## src/rtl/bbs_generator.sv

```systemverilog
// Blum Blum Shub generator: x <- x^2 mod MOD via a bit-serial interleaved
// modular multiplier; the LSB of each new state is packed into output words.
//
// state  | meaning
// IDLE   | waiting for enable (and no pending word) to start a step
// SQUARE | one multiplier bit per cycle, MSB first
// COMMIT | x <- acc, shift acc[0] into the output word
// HOLD   | word pending, waiting for out_valid & out_ready
module bbs_generator #(
    parameter int          SIZE     = 16,
    parameter int unsigned MOD      = 40633,
    parameter int unsigned SEED     = 3,
    parameter int          OUT_BITS = 8
) (
    input  logic                clk,
    input  logic                reset,
    input  logic                enable,
    input  logic                seed_load,
    input  logic [SIZE-1:0]     seed_in,
    output logic                seed_err,
    output logic [OUT_BITS-1:0] out_word,
    output logic                out_valid,
    input  logic                out_ready,
    output logic [SIZE-1:0]     state_out
);

    localparam int BW = (SIZE > 1) ? $clog2(SIZE) : 1;
    localparam int CW = $clog2(OUT_BITS + 1);
    localparam logic [SIZE+1:0] MOD_EXT  = (SIZE+2)'(MOD);
    localparam logic [SIZE-1:0] SEED_VAL = SIZE'(SEED);

    typedef enum logic [1:0] {
        IDLE   = 2'd0,
        SQUARE = 2'd1,
        COMMIT = 2'd2,
        HOLD   = 2'd3
    } state_t;

    state_t              state_q, state_d;
    logic [SIZE-1:0]     x_q, x_d;
    logic [SIZE+1:0]     acc_q, acc_d;
    logic [BW-1:0]       bit_q, bit_d;
    logic [CW-1:0]       cnt_q, cnt_d;
    logic [OUT_BITS-1:0] shift_q, shift_d;
    logic [OUT_BITS-1:0] word_q, word_d;
    logic                valid_q, valid_d;
    logic                err_q, err_d;

    logic                seed_ok;
    logic [SIZE+1:0]     t_sum, t_red1, t_red2;
    logic [OUT_BITS-1:0] shifted;

    // acc < MOD keeps t below 3*MOD, so two conditional subtractions suffice.
    always_comb begin
        t_sum  = (acc_q << 1) + (x_q[bit_q] ? {2'b00, x_q} : '0);
        t_red1 = (t_sum  >= MOD_EXT) ? (t_sum  - MOD_EXT) : t_sum;
        t_red2 = (t_red1 >= MOD_EXT) ? (t_red1 - MOD_EXT) : t_red1;
    end

    assign seed_ok = (seed_in != '0) && ({2'b00, seed_in} < MOD_EXT);
    assign shifted = (shift_q << 1) | OUT_BITS'(acc_q[0]);

    always_comb begin
        state_d = state_q;
        x_d     = x_q;
        acc_d   = acc_q;
        bit_d   = bit_q;
        cnt_d   = cnt_q;
        shift_d = shift_q;
        word_d  = word_q;
        valid_d = valid_q;
        err_d   = 1'b0;

        if (seed_load && seed_ok) begin
            x_d     = seed_in;
            acc_d   = '0;
            bit_d   = '0;
            cnt_d   = '0;
            shift_d = '0;
            valid_d = 1'b0;
            state_d = IDLE;
        end else begin
            err_d = seed_load;
            unique case (state_q)
                IDLE: begin
                    if (!valid_q && enable) begin
                        acc_d   = '0;
                        bit_d   = BW'(SIZE - 1);
                        state_d = SQUARE;
                    end
                end
                SQUARE: begin
                    acc_d = t_red2;
                    if (bit_q == '0) begin
                        state_d = COMMIT;
                    end else begin
                        bit_d = bit_q - 1'b1;
                    end
                end
                COMMIT: begin
                    x_d     = acc_q[SIZE-1:0];
                    shift_d = shifted;
                    if (cnt_q == CW'(OUT_BITS - 1)) begin
                        word_d  = shifted;
                        valid_d = 1'b1;
                        cnt_d   = '0;
                        state_d = HOLD;
                    end else begin
                        cnt_d   = cnt_q + 1'b1;
                        state_d = IDLE;
                    end
                end
                HOLD: begin
                    if (out_ready) begin
                        valid_d = 1'b0;
                        state_d = IDLE;
                    end
                end
                default: state_d = IDLE;
            endcase
        end
    end

    always_ff @(posedge clk or negedge reset) begin
        if (!reset) begin
            state_q <= IDLE;
            x_q     <= SEED_VAL;
            acc_q   <= '0;
            bit_q   <= '0;
            cnt_q   <= '0;
            shift_q <= '0;
            word_q  <= '0;
            valid_q <= 1'b0;
            err_q   <= 1'b0;
        end else begin
            state_q <= state_d;
            x_q     <= x_d;
            acc_q   <= acc_d;
            bit_q   <= bit_d;
            cnt_q   <= cnt_d;
            shift_q <= shift_d;
            word_q  <= word_d;
            valid_q <= valid_d;
            err_q   <= err_d;
        end
    end

    assign state_out = x_q;
    assign out_word  = word_q;
    assign out_valid = valid_q;
    assign seed_err  = err_q;

endmodule
```

## config.mk

```make
export PLATFORM = sky130hd
export DESIGN_NAME = bbs_generator
export DESIGN_NICKNAME = d
export VERILOG_FILES = /design/src/rtl/bbs_generator.sv
export SDC_FILE = /design/constraint.sdc
export NUM_CORES = 1
export LEC_CHECK = 0
export CORE_UTILIZATION = 45
export CTS_CLUSTER_DIAMETER = 120
export DETAILED_ROUTE_END_ITERATION = 16
export HOLD_SLACK_MARGIN = 0.05
export MAX_ROUTING_LAYER = met4
export PLACE_DENSITY = 0.7
export SKIP_LAST_GASP = 1
export SLEW_MARGIN = 20
export SYNTH_ARGS = -nofsm -noshare
export SYNTH_HDL_FRONTEND = slang
export SYNTH_SLANG_ARGS = --single-unit
```

## constraint.sdc

```tcl
create_clock -name clk -period 12.9 [get_ports clk]
set_clock_uncertainty 0.1 [all_clocks]
set_input_delay 2.58 -clock clk [delete_from_list [all_inputs] [get_ports clk]]
set_output_delay 2.58 -clock clk [all_outputs]
set_load 0.05 [all_outputs]
```

==> impl_results.md, run 1 <==
* Post-Route WL at 13.2 mm
* Top cells by area, synth: dfrtp_1, nand2_1, ha_1, xnor2_1, a21oi_1
* Post-CTS Hold Fix Bufs at 0
* Post-CTS resize count at 0
* Vias in the first global route at approximately 4300
* Worst R2R Path Depth at 18
* Crit path cell chain: mux4_2 > mux2i_1 > mux2i_2 > and2_1 > ha_1 > fa_1 > a21o_1 > a221oi_2 > xor2_1 > o21ai_0 > a21oi_1 > o21ai_2 > mux2i_1 > o32ai_2 > nand3_1 > a21o_1 > a2111o_1 > nand3_1
* # rows at 37
* R2r setup slk at roughly 6 ns
* Fin crit share at 52.5%
* GPL Wtd Cong at 0.924
* Worst-Skew Late Latency at 0.36 ns
* Crit-path max cell delay at about 0.67 ns
* CP Max Fanout at 18
* Total track usage at 25.6%
* Port bufs at 46
* DRT iter0 DRCs at 361
* CTS Buf Count at 9
* Full die area at 11000 um^2
* TritonCTS clock tree: done
* Nets@finish at 663
* Fmax at 148 MHz
* Flops & latches, synth at 60
* Worst R2R End: acc_q[3]$_DFFE_PN0P_
* Max cap viols at 0
* # IOs at 47
* Clock Root Buffer: clkbuf_8
* GRT overflow at 0
* Largest net degree at the start of global routing at 61
* Post-CTS Setup Repair Bufs at 0
* Top FF cell, synth: dfrtp_1
* Worst EP arrival at 6.97 ns
* H-tree depth at 3
* Syn-to-layout area delta at 16.3%
* Syn_nets at 629
* Worst rel slew slack at 35.2%
* Run status: finished clean
* Vias at 4577
* Fin Setup TNS at 0 ns
* Tightest Pin Transition at slightly below 1 ns
* Die Y at 105 um
* Initial core utilization at 46.3%
* Fillers at approximately 950
* Async set-reset flop share out of synthesis at 100%
* Yosys cell types at 69
* Final setup viols at 0
* WL/cell at 17.3 um
* Crit path time final at 6.78 ns
* Biggest area consumer among synthesized cells: dfrtp_1
* Clock Tree Buf Depth at 2
* Synth warn at 0
* Synth top area share at 30.4%
* First-pass DRT Iterations at 5
* Mapped Cells at 588
* Post-synthesis sequential area ratio at 31.5%
* First-pass GRT wire length at between 20 and 25 mm
* Crit path kind: reg2reg
* Slew Viols, Final at 0
* WP data required at about 13 ns
* Avg Vias per Cell at 6.00
* Clock Pin Slew Worst Setup and Hold Paths at 0.07 ns
* Die width at 105 um
* Avg Synthesized Cell Area at around 8 um^2
* CP endpoint kind: flip-flop
* Post-route DRC at 0
* Crit start category: flip-flop
* Post-DRT Antenna Nets at 0
* Initial antenna violation count at 0
* Total core area at 10300 um^2
* Number of enable flip-flop cells after synthesis at 0
* CTS Sinks at 60
* Area of the mapped netlist at 4780 um^2
* Worst flop-to-flop path startpoint: bit_q[2]$_DFFE_PN0P_
* Slowest-stage cell, CP: o21ai_2
* WHS Endpoint: out_word[4]$_DFFE_PN0P_
* Hold-critical path depth at 1
* HPWL after DPL at 9.92 mm
* Min-Delay Path Class: reg2reg
* Share of cells above drive strength 1 at 7.97%
* Hold Path Origin: out_word[4]$_DFFE_PN0P_
* RSZ-0062 raised after global routing: no
* Ant. Diodes at 0
* Final hold vios at 0
## routing by layer
layer	share of wire [%]	global-route usage [%]	up-vias
li1	-	-	2208
met1	48	35.1	2194
met2	45	38.8	153
met3	5.2	3.62	22
met4	1.9	9.05	0
met5	0	-	-
## worst max-delay path: cells and delay by family, from the launching register on
| family | cells | cell delay (ns) |
|---|---|---|
| simple gates | 3 | 0.76 |
| flops | 1 | 0.51 |
| xor+xnor | 1 | 0.25 |
| compound gates | 8 | 3.17 |
| fa+ha+maj | 2 | 0.67 |
| mux | 4 | 1.24 |
## per-stage QoR
step	hold slack [ns]	std cells	instance area, um^2	utilization, %	worst slack (ns)
after floorplan	0.378	588	4780	-	7.28
after global placement	0.387	747	5330	51.6	6.34
after detailed placement	0.392	747	5330	51.6	6.05
after CTS	0.408	763	5550	53.8	6.02
after global routing	0.423	763	5550	53.8	5.53
final	0.404	763	5550	53.8	6.12
## final cells by class
| class | instances | area (um^2) | area share, % |
|---|---|---|---|
| timing repair buffer | 51 | 493 | 8.88 |
| sequential | 60 | 1500 | 27.1 |
| tap | 136 | 170 | 3.06 |
| clock inverter | 4 | 73.8 | 1.33 |
| clock buffer | 12 | 145 | 2.61 |
| multi-input combinational | 487 | 3120 | 56.2 |
| inverter | 13 | 48.8 | 0.879 |
## synth_stat cells (9+ instances only)
| library cell | number |
|---|---|
| a21o_1 | 9 |
| a31oi_1 | 21 |
| clkbuf_1 | 24 |
| o21ai_0 | 30 |
| mux2_2 | 9 |
| and2_1 | 21 |
| and3_1 | 9 |
| nand3_1 | 25 |
| ha_1 | 19 |
| o211ai_1 | 10 |
| inv_1 | 12 |
| dfrtp_1 | 58 |
| xnor2_1 | 27 |
| nand2_1 | 92 |
| nor2_1 | 51 |
| nand4_1 | 9 |
| a21oi_1 | 42 |
## flip-flops by register name, summed over array words and instances (netlist names)
register   cells
shift_q        7
out_valid      1
state_out     16
acc_q         17
state_q        2
seed_err       1
bit_q          4
cnt_q          4
out_word       8
## worst max-delay path by stage
| stage | from | to | slack [ns] | depth (start not counted) |
|---|---|---|---|---|
| 5_1_grt | bit_q[2]$_DFFE_PN0P_ | acc_q[3]$_DFFE_PN0P_ | 5.53 | 18 |
| 4_1_cts | bit_q[2]$_DFFE_PN0P_ | acc_q[3]$_DFFE_PN0P_ | 6.02 | 18 |
| 2_1_floorplan | state_out[12]$_DFFE_PN0P_ | acc_q[3]$_DFFE_PN0P_ | 7.28 | 20 |
| 6_report | bit_q[2]$_DFFE_PN0P_ | acc_q[3]$_DFFE_PN0P_ | 6.12 | 18 |
| 3_3_place_gp | bit_q[2]$_DFFE_PN0P_ | acc_q[0]$_DFFE_PN0P_ | 6.34 | 19 |
| 3_5_place_dp | bit_q[2]$_DFFE_PN0P_ | acc_q[3]$_DFFE_PN0P_ | 6.05 | 18 |
## cell families after synthesis
logic type               count (synthesis)  synth area share [%]
buffers and inverters                   41                  3.38
AND/OR/NAND/NOR                        252                  25.8
XOR/XNOR                                34                  6.39
AO/OA/AOI/OAI                          161                  22.1
adder cells (fa/ha/maj)                 20                  5.40
multiplexers                            20                  5.48
flip-flops                              60                  31.5
## cell usage in the layout, fill, tap and decap left out, types with 12 or more instances in the layout
cell type         n
dfrtp_1          58
nand2_1          92
o21ai_0          29
a21oi_1          42
a31oi_1          21
nand3_1          25
nor2_1           51
and2_1           21
inv_1            12
clkdlybuf4s50_1  45
xnor2_1          27
ha_1             19
Power of run 1 is left out: the tool's default activity adds up to more than one toggle a clock period on the data nets, which glitch-free logic cannot reach.
==> inputs of run 2 (changes only) <==
- clock period: 12.9 -> 6.9 ns (I/O delays scaled with it)
==> run 2 against run 1 <==
Net effect: via count decreased by 0.22%; highest routed layer unchanged; critical path type unchanged; final cell count increased by 0.52%; cell area increased by 0.97%; hold slack improved by 0.00062 ns; first-iteration DRC count decreased by 4.4%; largest cell class unchanged; sequential share of layout area decreased by 0.26 points; global-route usage about the same; setup slack got worse by 5.7 ns.
==> impl_results.md, run 2 (synthesized netlist as in run 1, its figures left out) <==
* Vias in the first global route at 4273
* # rows at 37
* Worst EP arrival at 6.64 ns
* Tightest Pin Transition at 1.02 ns
* Crit path to: acc_q[3]$_DFFE_PN0P_
* Critical Path Source: bit_q[2]$_DFFE_PN0P_
* Worst R2R Path Depth at 19
* Clock Root Buffer: clkbuf_8
* Final Hold Slack at between 0.4 and 0.5 ns
* Die width at 105 um
* GRT overflow at 0
* Final setup margin at between 0.4 and 0.5 ns
* Worst R2R End: acc_q[3]$_DFFE_PN0P_
* CTS Buf Count at 9
* Most common cell after layout, fill and taps aside: nand2_1
* WL/cell at around 17 um
* Slew Viols, Final at 0
* Syn-to-layout area delta at 17.4%
* Port bufs at 46
* Share of cells above drive strength 1 at 8.56%
* Post-route DRC at 0
* Die Y at 105 um
* Ant. Diodes at 0
* Fmax at 155 MHz
* Min-Delay Path Class: reg2reg
* Placed Cells at 750
* Run status: finished clean
* Avg Vias per Cell at 5.95
* Pre-CTS WS at 0.327 ns
* Final Non-Filler Cells at 767
* Post-DRT Antenna Nets at 0
* Largest net degree at the start of global routing at 61
* Crit path time final at 6.45 ns
* Initial antenna violation count at 0
* Largest Register: acc_q
* HPWL after DPL at 9.93 mm
* WP data required at 7.09 ns
* Worst rel slew slack at 31.8%
* Crit path kind: reg2reg
* R2r setup slk at 0.45 ns
* Clock Pin Slew Worst Setup and Hold Paths at 0.08 ns
* Initial core utilization at 46.3%
* Final setup viols at 0
* Final hold vios at 0
* DRT iter0 DRCs at 345
* Nets@finish at 667
* Max cap viols at 0
* GPL Wtd Cong at a little over 0.9
* CP endpoint kind: flip-flop
* Commonest cells after routing, fill and taps aside: nand2_1, dfrtp_1, nor2_1
* TritonCTS clock tree: done
* First-pass DRT Iterations at 8
* # IOs at 47
* CP Max Fanout at 18
* Fin area at 5610 um^2
* First-pass GRT wire length at 21.8 mm
* Full die area at 11000 um^2
* Crit start category: flip-flop
* CTS Sinks at 60
* Fin crit share at 93.5%
* Worst flop-to-flop path startpoint: bit_q[2]$_DFFE_PN0P_
* Hold Path Origin: out_word[2]$_DFFE_PN0P_
* Max FFs per register at 17
* H-tree depth at 3
* Total core area at 10300 um^2
* Worst-Skew Late Latency at 0.35 ns
* Total placed instance area at roughly 5400 um^2
* Clock Tree Buf Depth at 2
* Post-Route WL at 13.4 mm
* Total track usage at 25.6%
* Vias at ~4600
-- run 2: what timing repair did --
item,CTS,global route
setup buffers,0,1
hold buffers,0,0
resized for setup,0,2
setup endpoints to repair,0,15
-- run 2: area by class of cell --
type / count / area, um^2
clock buffers: 11 / 141
flip-flops and latches: 60 / 1500
inverters: 13 / 48.8
fillers: 947 / 4720
repair buffers: 55 / 536
well taps: 136 / 170
multi-input cells: 487 / 3120
clock inverters: 5 / 85.1
-- run 2: how the worst min path moves through the flow --
stage	endpoint	slack, ns	cells past startpoint
2_1_floorplan	acc_q[10]$_DFFE_PN0P_	0.38	2
6_report	out_word[2]$_DFFE_PN0P_	0.40	1
3_3_place_gp	out_word[6]$_DFFE_PN0P_	0.39	1
3_5_place_dp	out_word[2]$_DFFE_PN0P_	0.39	1
5_1_grt	out_word[4]$_DFFE_PN0P_	0.42	1
4_1_cts	out_word[2]$_DFFE_PN0P_	0.41	1
-- run 2: through the flow --
stage	util (%)	setup TNS, ns
floorplan	-	0
global placement	51.8	0
detailed placement	51.8	0
CTS	54.0	0
global route	54.3	-0.00154
finish	54.3	0
-- run 2: worst max-delay path, stage by stage, from the launching register on --
cell and delay, ns:
dfrtp_1 0.53, mux4_2 0.55, mux2i_1 0.15, mux2i_1 0.23, and2_1 0.24, ha_1 0.20, fa_1 0.45, a21o_1 0.21
a22oi_1 0.23, a211oi_1 0.18, nor3_1 0.32, o22ai_1 0.27, a211oi_1 0.61, o21ai_4 0.30, mux2i_1 0.25, o32ai_2 0.40
nand3_1 0.38, a21o_1 0.28, a2111o_1 0.41, nand3_1 0.08
-- run 2: routing by layer --
layer  up-vias  share of wire [%]  global-route usage [%]
met5         -                  0                       -
met4         0                1.4                    9.46
met3        20                4.9                    2.25
met2       157                 45                    39.3
met1      2177                 48                    35.4
li1       2213                  -                       -
Power of run 2 is left out for the same reason.
==> RTL edit: new RTL, config.mk and constraints of run 2 <==
Compare `cnt_q` against `CW'(OUT_BITS - 1)` with >= in place of ==.
--- a/src/rtl/bbs_generator.sv
+++ b/src/rtl/bbs_generator.sv
@@ -102,3 +102,3 @@
                     shift_d = shifted;
-                    if (cnt_q == CW'(OUT_BITS - 1)) begin
+                    if (cnt_q >= CW'(OUT_BITS - 1)) begin
                         word_d  = shifted;
Behaviour: same outputs for any inputs over 10 cycles, from zero or initial values and one cycle with reset low; that may be too few to reach the edited logic, so the function may still have changed.
==> RTL edit against run 2 <==
  * Design area grew 7.2%
  * Worst setup slack worse by 110 ps
  * Synthesized area is 6.5% higher
  * Critical path type unchanged
  * Sequential cell count unchanged
  * Routed wire length rose by 14%
  * Final cell count increased by 2.9%
  * Die area grew 6.4%
  * Via count grew 8.9%
==> RTL edit: results (changes against run 2) <==
Routing
  • Via count: 4973 (was 4567)
  • 1st-pass router iterations: 5 (was 8)
  • Per-cell routed wire length: 19.26 µm (was 17.41 µm)
  • 1st-iter DRT viols: 457 (was 345)

Finish
  • Fill cells: 996 (was 947)
  • Share of cells above drive strength 1: 10.02% (was 8.558%)
  • Largest register FFs: 17 (unchanged)
  • Final-stage net count: 685 (was 667)

Synthesis
  • Multiplexer share of the synthesized area: 8.311% (was 5.476%)
  • Synth unique cells: 76 (was 69)
  • Synth cell count leaders: nand2_1 (75), dfrtp_1 (58), a21oi_1 (42) (was nand2_1 (92), dfrtp_1 (58), nor2_1 (51))
  • Synth Area in Compound Gates: 25.08% (was 22.11%)
  • Top post-synthesis cells by area: dfrtp_1 (29%), nand2_1 (5.5%), ha_1 (4.7%) (was dfrtp_1 (30%), nand2_1 (7.2%), ha_1 (5.0%))
  • Syn nets: 649 (was 629)
  • YS warnings: 0 (unchanged)
  • Post-synthesis adder-cell area fraction: 5.065% (was 5.397%)
  • Sequential area share after synthesis: 29.55% (was 31.49%)
  • XOR/XNOR share of the synthesized area: 5.336% (was 6.392%)

Clocking
  • Num CTS Buffers: 9 (unchanged)
  • Clock-pin slew on the worst setup and hold paths: 60 ps (was 80 ps)
  • CTS root buf: clkbuf_16 (was clkbuf_8)
  • Clock Latency Late Sink: 340 ps

Place
  • HPWL Detailed: 11410 µm (was 9935 µm)
  • Gpl congestion: 0.9449 (was 0.9164)
  • I/O Buffers: 46 (unchanged)

Critical path
  • Crit path max fanout: 15 (was 18)
  • CP max stage cell: dfrtp_2 (was a211oi_1)
  • Reg-to-reg startpoint: bit_q[2] (unchanged)
  • Crit-path max cell delay: 510 ps (was 610 ps)
  • Critical Path AT: 6680 ps (was 6640 ps)
  • Reg-to-reg setup timing slack: 340 ps (was 450 ps)
  • R2R depth: 20 (was 19)
  • RR Endpoint: acc_q[7] (was acc_q[3])

Power and ir drop
  • Worst vdd ir: 301.8 µV

Worst hold path
  • Hold EP: out_word[5] (was out_word[2])
  • Hold Path Stages: 1 (unchanged)
  • Hold path start: out_word[5] (was out_word[2])

Run status
  • Status: complete, no violations (unchanged)

Timing
  • Slew HR: 26.61% (was 31.75%)

Floorplanning
  • Initial Util: 46.53% (was 46.26%)

Global routing
  • Total track usage: 28.09% (was 25.64%)
  • Pin count of the biggest net entering global routing: 55 (was 61)
  • First-pass GRT wire length: 24480 µm (was 21780 µm)
  • Vias in the first global route: 4680 (was 4273)
-- RTL edit: cell types whose count changed after synthesis, moves of 7 or more --
cell	change
a31oi_1	-7
mux2i_1	+15
nand2_1	-17
nand3_1	-7
nor2_1	-13
xnor2_1	-7
-- RTL edit: power by group --
part / internal, µW / leakage, µW / switching (µW) / total (µW)
registers: 424 / 0.000788 / 106 / 530
clock network: 330 / 0.000164 / 177 / 506
logic: 815 / 0.00156 / 1300 / 2110
-- RTL edit: how the worst max path moves through the flow --
stage	end	slack [ps]	cells after the start
2_1_floorplan	acc_q[5]	780	20
3_3_place_gp	acc_q[14]	420	19
3_5_place_dp	acc_q[1]	150	19
4_1_cts	acc_q[1]	130	19
5_1_grt	acc_q[7]	2	20
6_report	acc_q[7]	340	20
-- RTL edit: cell type report --
| type | count | share of cell area [%] |
|---|---|---|
| Multi-Input combinational cell | 506 | 56.89 |
| Sequential cell | 60 | 25.05 |
| Timing Repair Buffer | 57 | 8.955 |
| Clock buffer | 10 | 3.978 |
| Tap cell | 140 | 2.915 |
| Clock inverter | 6 | 1.583 |
| Inverter | 10 | 0.6247 |
-- RTL edit: cells by family (layout without fill, tap and decap cells) --
kind of cell / after synthesis / in the layout
AO/OA/AOI/OAI: 183 / 183
XOR/XNOR: 31 / 31
adder cells (fa/ha/maj): 20 / 20
buffers and inverters: 42 / 83
flip-flops: 60 / 60
multiplexers: 38 / 38
AND/OR/NAND/NOR: 234 / 234
-- RTL edit: metal layers --
metal	track usage (%)	up-vias	share of wire [%]
li1	-	2350	-
met1	37.43	2398	47
met2	43.04	198	45
met3	4.461	27	6.2
met4	10.23	0	2.1
met5	-	-	0
-- RTL edit: metrics by stage --
| stage | instances | total power, µW | cell area, µm² | setup slack (ps) | hold slack [ps] |
|---|---|---|---|---|---|
| global route | 789 | 3376 | 6008 | 2.300 | 416.4 |
| finish | 789 | 3150 | 6008 | 338.3 | 403.1 |
| floorplan | 608 | 2081 | 5089 | 782.0 | 376.9 |
| CTS | 789 | 3104 | 5998 | 130.9 | 408.4 |
| global placement | 773 | 2558 | 5664 | 417.6 | 390.2 |
| detailed placement | 773 | 2587 | 5664 | 146.6 | 396.1 |
